===== src/rtl/input_port_rc_if.sv =====
// Flit/route bundle between an input port, its link receiver, routing table and switch arbiter.
// "slave" is the input port side; "master" is the surrounding router/environment.
`ifndef ADDR_BITS
`define ADDR_BITS 4
`endif
`ifndef BITS_DIR
`define BITS_DIR 3
`endif

interface input_port_rc_if #(
    parameter int unsigned FLIT_W = 16
);
    logic [FLIT_W-1:0]     in_flit;
    logic                  in_valid;
    logic                  in_ready;
    logic [`ADDR_BITS-1:0] table_addr;
    logic [`BITS_DIR-1:0]  table_data;
    logic [FLIT_W-1:0]     out_flit;
    logic [`BITS_DIR-1:0]  out_dir;
    logic                  out_valid;
    logic                  out_ready;
    logic                  err;

    modport master (
        output in_flit, in_valid, table_data, out_ready,
        input  in_ready, table_addr, out_flit, out_dir, out_valid, err
    );

    modport slave (
        input  in_flit, in_valid, table_data, out_ready,
        output in_ready, table_addr, out_flit, out_dir, out_valid, err
    );
endinterface


===== src/rtl/input_port_rc.sv =====
// Input port: small flit FIFO plus route computation that pins one output direction
// for a whole wormhole packet and forwards flits with a valid/ready handshake.
`ifndef ADDR_BITS
`define ADDR_BITS 4
`endif
`ifndef BITS_DIR
`define BITS_DIR 3
`endif

module input_port_rc #(
    parameter int unsigned NODE_ID = 0,
    parameter int unsigned FLIT_W  = 16,
    parameter int unsigned DEPTH   = 4
) (
    input  logic           clk,
    input  logic           reset,
    input_port_rc_if.slave bus
);
    localparam int unsigned PTR_W = $clog2(DEPTH);
    localparam logic [PTR_W:0] PTR_ONE = {{PTR_W{1'b0}}, 1'b1};
    localparam logic [`BITS_DIR-1:0] DIR_LOCAL = `BITS_DIR'(4);

    typedef enum logic [0:0] {
        IDLE   = 1'b0,
        ACTIVE = 1'b1
    } state_t;

    logic [FLIT_W-1:0]    mem_q [DEPTH];
    logic [PTR_W:0]       wr_ptr_q;
    logic [PTR_W:0]       rd_ptr_q;
    state_t               state_q;
    state_t               state_d;
    logic [`BITS_DIR-1:0] route_q;
    logic [`BITS_DIR-1:0] route_d;
    logic                 err_q;
    logic                 err_d;

    logic                 empty;
    logic                 full;
    logic                 push;
    logic                 pop;
    logic                 out_valid;
    logic [FLIT_W-1:0]    head_flit;
    logic                 head_is_hdr;
    logic                 head_is_last;

    // Extra pointer MSB distinguishes full from empty when the indices match.
    assign empty = (wr_ptr_q == rd_ptr_q);
    assign full  = (wr_ptr_q[PTR_W] != rd_ptr_q[PTR_W]) &&
                   (wr_ptr_q[PTR_W-1:0] == rd_ptr_q[PTR_W-1:0]);
    assign push  = bus.in_valid && !full;

    // Head read is combinational and forced to zero when empty so outputs stay X-free.
    assign head_flit    = empty ? '0 : mem_q[rd_ptr_q[PTR_W-1:0]];
    assign head_is_hdr  = head_flit[FLIT_W-2];
    assign head_is_last = head_flit[FLIT_W-1];

    always_ff @(posedge clk) begin
        if (push) begin
            mem_q[wr_ptr_q[PTR_W-1:0]] <= bus.in_flit;
        end
    end

    always_ff @(posedge clk) begin
        if (!reset) begin
            wr_ptr_q <= '0;
            rd_ptr_q <= '0;
            state_q  <= IDLE;
            route_q  <= '0;
            err_q    <= 1'b0;
        end else begin
            if (push) begin
                wr_ptr_q <= wr_ptr_q + PTR_ONE;
            end
            if (pop) begin
                rd_ptr_q <= rd_ptr_q + PTR_ONE;
            end
            state_q <= state_d;
            route_q <= route_d;
            err_q   <= err_d;
        end
    end

    always_comb begin
        state_d   = state_q;
        route_d   = route_q;
        err_d     = err_q;
        pop       = 1'b0;
        out_valid = 1'b0;
        case (state_q)
            IDLE: begin
                if (!empty) begin
                    if (head_is_hdr) begin
                        route_d = bus.table_data;
                        state_d = ACTIVE;
                        if (bus.table_data > DIR_LOCAL) begin
                            err_d = 1'b1;
                        end
                    end else begin
                        // Orphan body/tail with no route: discard it and flag.
                        pop   = 1'b1;
                        err_d = 1'b1;
                    end
                end
            end
            ACTIVE: begin
                out_valid = !empty;
                if (out_valid && bus.out_ready) begin
                    pop = 1'b1;
                    if (head_is_last) begin
                        state_d = IDLE;
                    end
                end
            end
        endcase
    end

    assign bus.in_ready   = !full;
    assign bus.table_addr = head_flit[`ADDR_BITS-1:0];
    assign bus.out_flit   = head_flit;
    assign bus.out_dir    = route_q;
    assign bus.out_valid  = out_valid;
    assign bus.err        = err_q;

endmodule


===== src/flat_wrapper.sv =====
// flat-port wrapper written by rule: the top's interface ports become plain ports
module input_port_rc_flat 
#(
    parameter int unsigned NODE_ID = 0,
    parameter int unsigned FLIT_W  = 16,
    parameter int unsigned DEPTH   = 4
)
  (clk, reset, bus_in_flit, bus_in_valid, bus_table_data, bus_out_ready, bus_in_ready, bus_table_addr, bus_out_flit, bus_out_dir, bus_out_valid, bus_err);
  input_port_rc_if #(.FLIT_W(FLIT_W)) bus_i ();
  input  logic clk;
  input  logic reset;
  input wire logic [$bits(bus_i.in_flit)-1:0] bus_in_flit;
  input wire logic [$bits(bus_i.in_valid)-1:0] bus_in_valid;
  input wire logic [$bits(bus_i.table_data)-1:0] bus_table_data;
  input wire logic [$bits(bus_i.out_ready)-1:0] bus_out_ready;
  output wire logic [$bits(bus_i.in_ready)-1:0] bus_in_ready;
  output wire logic [$bits(bus_i.table_addr)-1:0] bus_table_addr;
  output wire logic [$bits(bus_i.out_flit)-1:0] bus_out_flit;
  output wire logic [$bits(bus_i.out_dir)-1:0] bus_out_dir;
  output wire logic [$bits(bus_i.out_valid)-1:0] bus_out_valid;
  output wire logic [$bits(bus_i.err)-1:0] bus_err;
  assign bus_i.in_flit = bus_in_flit;
  assign bus_i.in_valid = bus_in_valid;
  assign bus_i.table_data = bus_table_data;
  assign bus_i.out_ready = bus_out_ready;
  assign bus_in_ready = bus_i.in_ready;
  assign bus_table_addr = bus_i.table_addr;
  assign bus_out_flit = bus_i.out_flit;
  assign bus_out_dir = bus_i.out_dir;
  assign bus_out_valid = bus_i.out_valid;
  assign bus_err = bus_i.err;
  input_port_rc #(.NODE_ID(NODE_ID), .FLIT_W(FLIT_W), .DEPTH(DEPTH)) u_core (.clk(clk), .reset(reset), .bus(bus_i));
endmodule

===== config.mk =====
export PLATFORM = sky130hd
export DESIGN_NAME = input_port_rc_flat
export DESIGN_NICKNAME = d
export VERILOG_FILES = /design/src/rtl/input_port_rc_if.sv /design/src/rtl/input_port_rc.sv /design/src/flat_wrapper.sv
export SDC_FILE = /design/constraint.sdc
export NUM_CORES = 1
export LEC_CHECK = 0
export ABC_AREA = 1
export BUFFER_PORTS_ARGS = -buffer_cell sky130_fd_sc_hd__buf_4
export CORE_ASPECT_RATIO = 1.2
export CORE_MARGIN = 2
export CORE_UTILIZATION = 56
export DETAILED_ROUTE_END_ITERATION = 7
export GPL_TIMING_DRIVEN = 0
export HOLD_SLACK_MARGIN = 0.03
export MAX_ROUTING_LAYER = met4
export PLACE_DENSITY = 0.79
export SYNTH_ARGS = -nofsm -noshare
export SYNTH_HDL_FRONTEND = slang
export SYNTH_SLANG_ARGS = --single-unit
export TNS_END_PERCENT = 1

===== constraint.sdc =====
create_clock -name clk -period 2.26 [get_ports clk]
set_clock_uncertainty 0.1 [all_clocks]
set_input_delay 0.226 -clock clk [delete_from_list [all_inputs] [get_ports clk]]
set_output_delay 0.226 -clock clk [all_outputs]
set_load 0.01 [all_outputs]

# Word-level counts from Yosys, hierarchy flattened
# Memory sizes are Yosys's and may differ from the RTL's. A register that Yosys moved wholly into a read port is not among the register bits.
# Index checks and enable logic that the tools add are counted.
# Widths: inputs -> output; s select.
# word_totals
regBits	11
mem_bits_rw	64
in_bits	23
out_inout_bits	26
elab_cells	39
n_memories	1
# memory_table
name	words	word_bits	read_ports	rd_ports_with_merged_regs	write_ports	line_no	source
u_core.mem_q	4	16	1	1	1	input_port_rc.sv:28	logic [FLIT_W-1:0] mem_q [DEPTH];
# classes
n_addsub	2
magnitude_cmp	1
n_eq_ne	4
mux	17
bitwise_logic	2
n_reduce_logical	7
# op_table
cell	n
$mux 16	1
$mux 1	12
$add 3x1->3 const B	2
$reduce_and 3->1	2
$mux 2	2
$pmux 1 s2	2
$eq 3x3->1	1
$gt 3x3->1 const B	1
$logic_and 1x1->1	3
$eq 2x2->1	1
$logic_not 1->1	2
$ne 2x1->1 const B	1
$not 1->1	2
$ne 1x1->1	1

# Logic depth before layout (Yosys ltp)
# Gate-level depths: netlist of the first run.
# logic_depth
ltp_word	7
ltp_mapped	10
mapped_depth_nobuf	10

# Worst setup path before layout of the first run
# No wires, ideal clock.
# synth_timing
kind	reg2reg
start	register u_core.wr_ptr_q[1]
end	memory u_core.mem_q[0][0] (enable)
t_arrival_ps	1594
t_required_ps	1771
slack_ps	178
stages_incl_launch_ff	7
n_path_buf	0
period_less_slack_ps	2082
path_cell_list	dfxtp_1 > inv_1 > nand2_1 > nand2_1 > nand3b_1 > nand2_1 > nor2_1
# synth_via
elab_chain_len	6
# synth_rtl
element	line_no	source
start: declaration	input_port_rc.sv:29	logic [PTR_W:0] wr_ptr_q;
start signal: assignment	input_port_rc.sv:73	wr_ptr_q <= wr_ptr_q + PTR_ONE;
$eq 2x2->1	input_port_rc.sv:50	(wr_ptr_q[PTR_W-1:0] == rd_ptr_q[PTR_W-1:0]);
$logic_and 1x1->1	input_port_rc.sv:49	assign full = (wr_ptr_q[PTR_W] != rd_ptr_q[PTR_W]) &&
$logic_not 1->1	n/a	
via bus_in_ready	flat_wrapper.sv:16	output wire logic [$bits(bus_i.in_ready)-1:0] bus_in_ready;
$logic_and 1x1->1	input_port_rc.sv:51	assign push = bus.in_valid && !full;
$mux 1	input_port_rc.sv:59	if (push) begin
$mux 1 (not written as such)	input_port_rc.sv:60	mem_q[wr_ptr_q[PTR_W-1:0]] <= bus.in_flit;
end: declaration	input_port_rc.sv:28	
# The timed path passes the listed nets, and every way through them passes these cells.

# Final worst setup path of the first run
# layout_timing
start	register u_core.wr_ptr_q[1]
end	output port bus_table_addr[3]
# layout_via
elab_chain_len	2
# layout_rtl
element	line_no	source
$eq 3x3->1	input_port_rc.sv:48	assign empty = (wr_ptr_q == rd_ptr_q);
$mux 16	input_port_rc.sv:54	assign head_flit = empty ? '0 : mem_q[rd_ptr_q[PTR_W-1:0]];
end: declaration	flat_wrapper.sv:17	output wire logic [$bits(bus_i.table_addr)-1:0] bus_table_addr;
# Every way passes these cells.

==> impl_results.md, run 1 <==
- Peak supply drop: 813 µV
- Netlist Area Pre-Place: 0.00327 mm²
- Area delta synth->final: 26.5%
- Critical path buffers and inverters: 6
- Largest net degree at the start of global routing: 17
- Adder-Cell Fraction of Synth Area: 1.91%
- Clock-pin slew on the worst setup and hold paths: 70 ps
- Slew HR: 65.6%
- Actual slew at the worst max-slew pin: 515 ps
- Final setup fails: 0
- First-pass GRT wire length: 10.4 mm
- Worst min-delay path category: primary input to register
- Area after DPL: 0.00376 mm²
- Startpoint Class: register
- YS warnings: 0
- P per Cell Area: 1270 mW/mm²
- Leakage: 0.00181 µW
- Main combinational cell family by area after synthesis: simple AND/OR/NAND/NOR gates
- #FFs+latches synth: 77
- Final hold vios: 0
- Initial drt markers: 201
- Footprint of the multi-input gates: 847 µm²
- RSZ-0062 raised after global routing: false
- Detailed placement HPWL: 4.19 mm
- WP depth: 10
- Max Slew Vio Count: 0
- Pwr Total: 5240 µW
- Die height: 87.7 µm
- Die area: 0.00647 mm²
- # IOs: 49
- Postcts setup bufs: 0
- Routability cong.: 0.811
- Clock latency on the worst-skew pair: 330 ps
- Syn avg cell area: 10.6 µm²
- Vias per cell: 4.91
- Seq. cell area: 0.00219 mm²
- Die width: 73.8 µm
- Tot GR Track Use: 22.8%
- Core area: 0.00567 mm²
- CTS tree: done
- Max Freq: 0.475 GHz
- Xor/xnor cell area share of the yosys netlist: 0.536%
- Fillers: 387
- H-tree levels: 3
- Post-synth top area share: 58.8%
- Netlist cell types: 20
- CP most frequent cell: nand2_1
- CP cell instances: inv_1 > nand2_1 > nand2_1 > nand3_2 > buf_6 > buf_6 > nand2_1 > inv_1 > buf_4 > buf_4
- Status: completed
- Initial antenna violation count: 0
- Worst setup margin: 153 ps
- FF-to-FF path depth: 8
- Crit Path Class: register to output pin
- CTS Sinks: 77
- Req. time, crit path: 1930 ps
- Vias in the first global route: 2,326
- Nets: 415
- Maxcap violations: 0
- Final Cycle Share: 93.2%
- CTS Buffer Depth: 2
- Synth top area cells: edfxtp_1, dfxtp_1, nand2_1
- Delay-heaviest family, CP: buffers and inverters
- Detailed-route via count: 2,317
- Initial Util: 57.7%
- Cells after synthesis: 310
- Setup WS pre-CTS: -79.3 ps
- Fraction of the mapped netlist area in compound gates: 8.42%
- Post-route DRC: 0
- Slowest CP cell: dfxtp_1
- Design Area, Final: 0.00414 mm²
- IO buf count: 47
- Post-synthesis mux area share: 0%
- CP max stage delay: 400 ps
- Most frequent cells in the layout: edfxtp_1, buf_4, nand2_1
- Wirelength, routed: 6.47 mm
- Critical path capture point type: output pin
- Most common cell after layout, fill and taps aside: edfxtp_1
- Sequential fraction of the synthesis area: 66.7%
- Total gr overflow: 0
- # rows: 30
- CTS buffer count: 9
- Routed len/inst: 13.7 µm
- Ant. Diodes: 0
- Crit Path Max Fanout: 10
- Synth Net Count: 338
- Simple-gate area share of the yosys netlist: 14.2%
- Leading area contributor after synthesis: edfxtp_1
- Detailed Routing Iterations Pass 1: 4
- Fin crit period: 2110 ps
- Worst Hold Depth: 5
- DRT antenna net count: 0
- CTS root buf: clkbuf_8
- Layout cell share with drive strength beyond 1: 23.2%
- Critical path arrival: 1780 ps
what timing repair did:
| item | 4_1_cts | 5_1_grt |
|---|---|---|
| hold endpoints to repair | 64 | 0 |
| endpoints found under the setup margin | 10 | 35 |
| resized for setup | 4 | 18 |
| hold buffers | 16 | 0 |
state kept, by name, indices dropped and copies added (netlist names), named ones only:
| name | count |
|---|---|
| u_core.bus.err | 1 |
| u_core.state_q | 1 |
| u_core.bus.out_dir | 3 |
| u_core.wr_ptr_q | 3 |
| u_core.mem_q | 64 |
| u_core.rd_ptr_q | 3 |
per-stage QoR:
stage	TNS [ps]	utilization (%)	hold WS (ps)	std cells
after detailed placement	-475	66.4	330	440
after floorplan	0	-	225	310
final	0	73.0	139	472
after global routing	0	73.0	146	472
after global placement	-20490	65.7	327	437
after CTS	0	72.4	124	472
cell type report:
| cell class | instances | area share (%) |
|---|---|---|
| flip-flops and latches | 77 | 52.8 |
| plain buffers | 15 | 2.57 |
| well taps | 80 | 2.42 |
| repair buffers | 66 | 13.1 |
| inverters | 49 | 4.45 |
| multi-input cells | 169 | 20.5 |
| clock inverters | 2 | 0.212 |
| clock buffers | 14 | 3.93 |
layer usage:
metal | routed length (µm) | track usage [%]
met4 | 95 | 10.1
met1 | 2650 | 25.7
met3 | 330 | 6.56
met5 | 0 | -
met2 | 3400 | 37.6
worst min-delay path, delay by kind of cell:
family | cells | cell delay, ps
buf+inv | 2 | 120
simple gates | 3 | 200
cells in the mapped netlist (all sizes together):
cell,n
a21oi,6
buf,10
clkbuf,5
dfxtp,13
edfxtp,64
ha,5
inv,49
nand2,51
nand3,14
nand3b,2
nor2,44
o21ai,30
o21bai,1
o22ai,14
xor2,2
cells by family after synthesis:
family,after synthesis
xor gates and xnor gates,2
buffers and inverters,64
AOI/OAI and AO/OA,51
and+or+nand+nor,111
DFF,77
adders and majority gates,5
final timing paths:
path,startpoint,endpoint,slack (ps)
setup / recovery,u_core.wr_ptr_q[1],bus_table_addr[3],150
hold / removal,bus_table_data[0],u_core.bus.out_dir[0],140
setup reg to reg,u_core.wr_ptr_q[1],u_core.mem_q[1][1],310
hold reg to reg,u_core.bus.out_dir[0],u_core.bus.out_dir[0],420
report_power, final:
group          switching (µW)  internal [µW]  leakage (µW)  total [µW]
Clock                     437            455     0.0000881         892
Sequential                110           1750      0.000695        1860
Combinational            1410           1080       0.00103        2490
Power figures use the tool's default switching activity.
==> run 2, diff against run 1 <==
--- a/config.mk
+++ b/config.mk
@@ -7,14 +7,17 @@
 export LEC_CHECK = 0
 export ABC_AREA = 1
 export BUFFER_PORTS_ARGS = -buffer_cell sky130_fd_sc_hd__buf_4
+export CELL_PAD_IN_SITES_DETAIL_PLACEMENT = 0
+export CELL_PAD_IN_SITES_GLOBAL_PLACEMENT = 1
 export CORE_ASPECT_RATIO = 1.2
 export CORE_MARGIN = 2
-export CORE_UTILIZATION = 56
+export CORE_UTILIZATION = 44
 export DETAILED_ROUTE_END_ITERATION = 7
 export GPL_TIMING_DRIVEN = 0
 export HOLD_SLACK_MARGIN = 0.03
 export MAX_ROUTING_LAYER = met4
-export PLACE_DENSITY = 0.79
+export PLACE_DENSITY_LB_ADDON = 0.1
+export SKIP_LAST_GASP = 1
 export SYNTH_ARGS = -nofsm -noshare
 export SYNTH_HDL_FRONTEND = slang
 export SYNTH_SLANG_ARGS = --single-unit
==> impl_results.md, run 2 (synthesized netlist as in run 1, its figures left out) <==
- Max Slew Vio Count: 0 (unchanged)
- Critical path capture point type: output pin
- RR Startpoint: u_core.wr_ptr_q[0]
- Critical path buffers and inverters: 6 (unchanged)
- Post-route DRC: 0 (unchanged)
- CTS buffer count: 9 (unchanged)
- CTS root buf: clkbuf_8
- Most common cell after layout, fill and taps aside: edfxtp_1
- Area after DPL: 0.00378 mm² (+0.40%)
- Crit Path Max Fanout: 10 (unchanged)
- Delay-heaviest family, CP: buffers and inverters
- Hold_sp: bus_table_data[2]
- Design Area, Final: 0.00418 mm² (+1.1%)
- Routed len/inst: 14.3 µm (+4.2%)
- Maxcap violations: 0 (unchanged)
- Most frequent cells in the layout: edfxtp_1, buf_4, nand2_1
- CTS Sinks: 77 (unchanged)
- Routability cong.: 0.745 (-8.2%)
- Final Cycle Share: 100% (+6.9 points)
- # rows: 34 (+13%)
- Actual slew at the worst max-slew pin: 930 ps (+415 ps)
- Detailed Routing Iterations Pass 1: 4 (unchanged)
- Layout cell share with drive strength beyond 1: 22.8% (-0.45 points)
- Fillers: 623 (+61%)
- Critical path arrival: 1940 ps (+160 ps)
- Total gr overflow: 0 (unchanged)
- Setup WS pre-CTS: -12.0 ps (+67.4 ps)
- Peak supply drop: 734 µV (-9.8%)
- Postcts setup bufs: 0 (unchanged)
- Hold WS: 128 ps (-10.4 ps)
- Clock latency on the worst-skew pair: 330 ps (about the same)
- Tot GR Track Use: 19.1% (-3.7 points)
- Detailed placement HPWL: 4.41 mm (+5.1%)
- Final Core Density: 57.8% (-15 points)
- P per Cell Area: 1320 mW/mm² (+4.1%)
- Seq. cell area: 0.00218 mm² (-0.17%)
- Detailed-route via count: 2,325 (+0.35%)
- CP cell instances: inv_2 > buf_2 > buf_2 > nor2_1 > o22ai_1 > nand2_1 > inv_1 > buf_4 > buf_4
- Worst min-delay path category: primary input to register
- Failing checks: negative setup slack
- Final hold vios: 0 (unchanged)
- Startpoint Class: register
- Max FFs per register: 64 (unchanged)
- CTS Buffer Depth: 2 (unchanged)
- DRT antenna net count: 0 (unchanged)
- Leakage: 0.00183 µW (+1.0%)
- Initial drt markers: 122 (-39%)
- RSZ-0062 raised after global routing: true
- CTS tree: done
- Wirelength, routed: 6.88 mm (+6.2%)
- Slew HR: 37.9% (-28 points)
- Initial antenna violation count: 0 (unchanged)
- R2R Setup Slk: 10 ps (-300 ps)
- Worst Hold End: u_core.bus.out_dir[2]
- IO buf count: 47 (unchanged)
- Area delta synth->final: 27.9%
- Slowest CP cell: dfxtp_1
- Fin crit period: 2260 ps (+156 ps)
- Critical R2R Capture: u_core.mem_q[1][14]
- Nets: 414 (-0.24%)
- Largest net degree at the start of global routing: 17 (unchanged)
- Footprint of the multi-input gates: 830 µm² (-2.1%)
- Die height: 98.4 µm (+12%)
- Worst Hold Depth: 5 (unchanged)
- First-pass GRT wire length: 10.8 mm (+4.5%)
- # IOs: 49 (unchanged)
- Die width: 82.7 µm (+12%)
- H-tree levels: 3 (unchanged)
- Clock-pin slew on the worst setup and hold paths: 70 ps (about the same)
- CP max stage delay: 360 ps (-40 ps)
- Req. time, crit path: 1930 ps (about the same)
- Vias per cell: 4.83 (-1.5%)
- Core area: 0.00723 mm² (+28%)
- FF-to-FF path depth: 6 (-2)
- Initial Util: 45.2% (-12 points)
- Die area: 0.00814 mm² (+26%)
- Final setup fails: 1 (+1)
- Ant. Diodes: 0 (unchanged)
- Crit Path Class: register to output pin
- Vias in the first global route: 2,231 (-4.1%)
- Worst setup margin: -3.23 ps (-156 ps)
- Max Freq: 0.442 GHz (-6.9%)
- Status: finished with violations
run 2: changes by cell type in the layout (fill, tap and decap cells not counted), moves of 3 or more:
cell       previous run  this run
clkbuf_4              3         0
dfxtp_1              10        13
nor2_4                3         0
dfxtp_2               3         0
bufinv_16             0         3
nor2_2                1         4
buf_2                 0         4
run 2: layout make-up:
class	instances	share of cell area (%)
sequential	77	52.2
clock inverter	6	2.66
timing repair buffer	65	13.0
buffer	15	2.21
clock buffer	10	3.05
tap	90	2.69
inverter	49	4.40
multi-input combinational	169	19.8
run 2: worst reg2reg max path, stage by stage, from the launching register on:
cell and delay [ps]:
dfxtp_1 420, inv_2 80, nand2_1 60, nand2_1 70, nand3b_1 120, nand2_1 220
nor2_2 780
run 2: metal layers:
layer  up-vias  global-route usage, %  share of wire [%]
met2        72                   31.8                 52
met3        12                   2.47                5.6
li1       1175                      -                  -
met1      1066                   22.5                 40
met4         0                   9.71                1.9
met5         -                      -                  0
run 2: worst max path at each step:
stage | from | endpoint | depth (start not counted)
CTS | u_core.wr_ptr_q[0] | u_core.mem_q[1][14] | 6
global route | u_core.wr_ptr_q[1] | u_core.mem_q[2][6] | 6
finish | register | bus_table_addr[3] | 9
floorplan | u_core.wr_ptr_q[1] | u_core.mem_q[0][0] | 6
detailed placement | u_core.wr_ptr_q[0] | u_core.mem_q[1][8] | 6
global placement | u_core.wr_ptr_q[0] | u_core.mem_q[3][8] | 6
run 2: where the power goes:
| part | internal (µW) | leakage, µW | switching [µW] | total [µW] |
|---|---|---|---|---|
| logic | 1050 | 0.00102 | 1410 | 2460 |
| clock network | 734 | 0.000116 | 466 | 1200 |
| registers | 1740 | 0.000694 | 107 | 1850 |
run 2: timing repair:
action / CTS / global route
hold buffers: 16 / 0
endpoints found under the setup margin: 45 / 45
resized for setup: 4 / 2
hold endpoints to repair: 64 / 0
run 2: metrics by stage:
step                      instances  total power (µW)  setup TNS (ps)
after floorplan                 310              3320               0
final                           481              5510           -3.23
after detailed placement        449              4340            -205
after CTS                       481              5580            -652
after global placement          447              4280          -27210
after global routing            481              5940           -5450
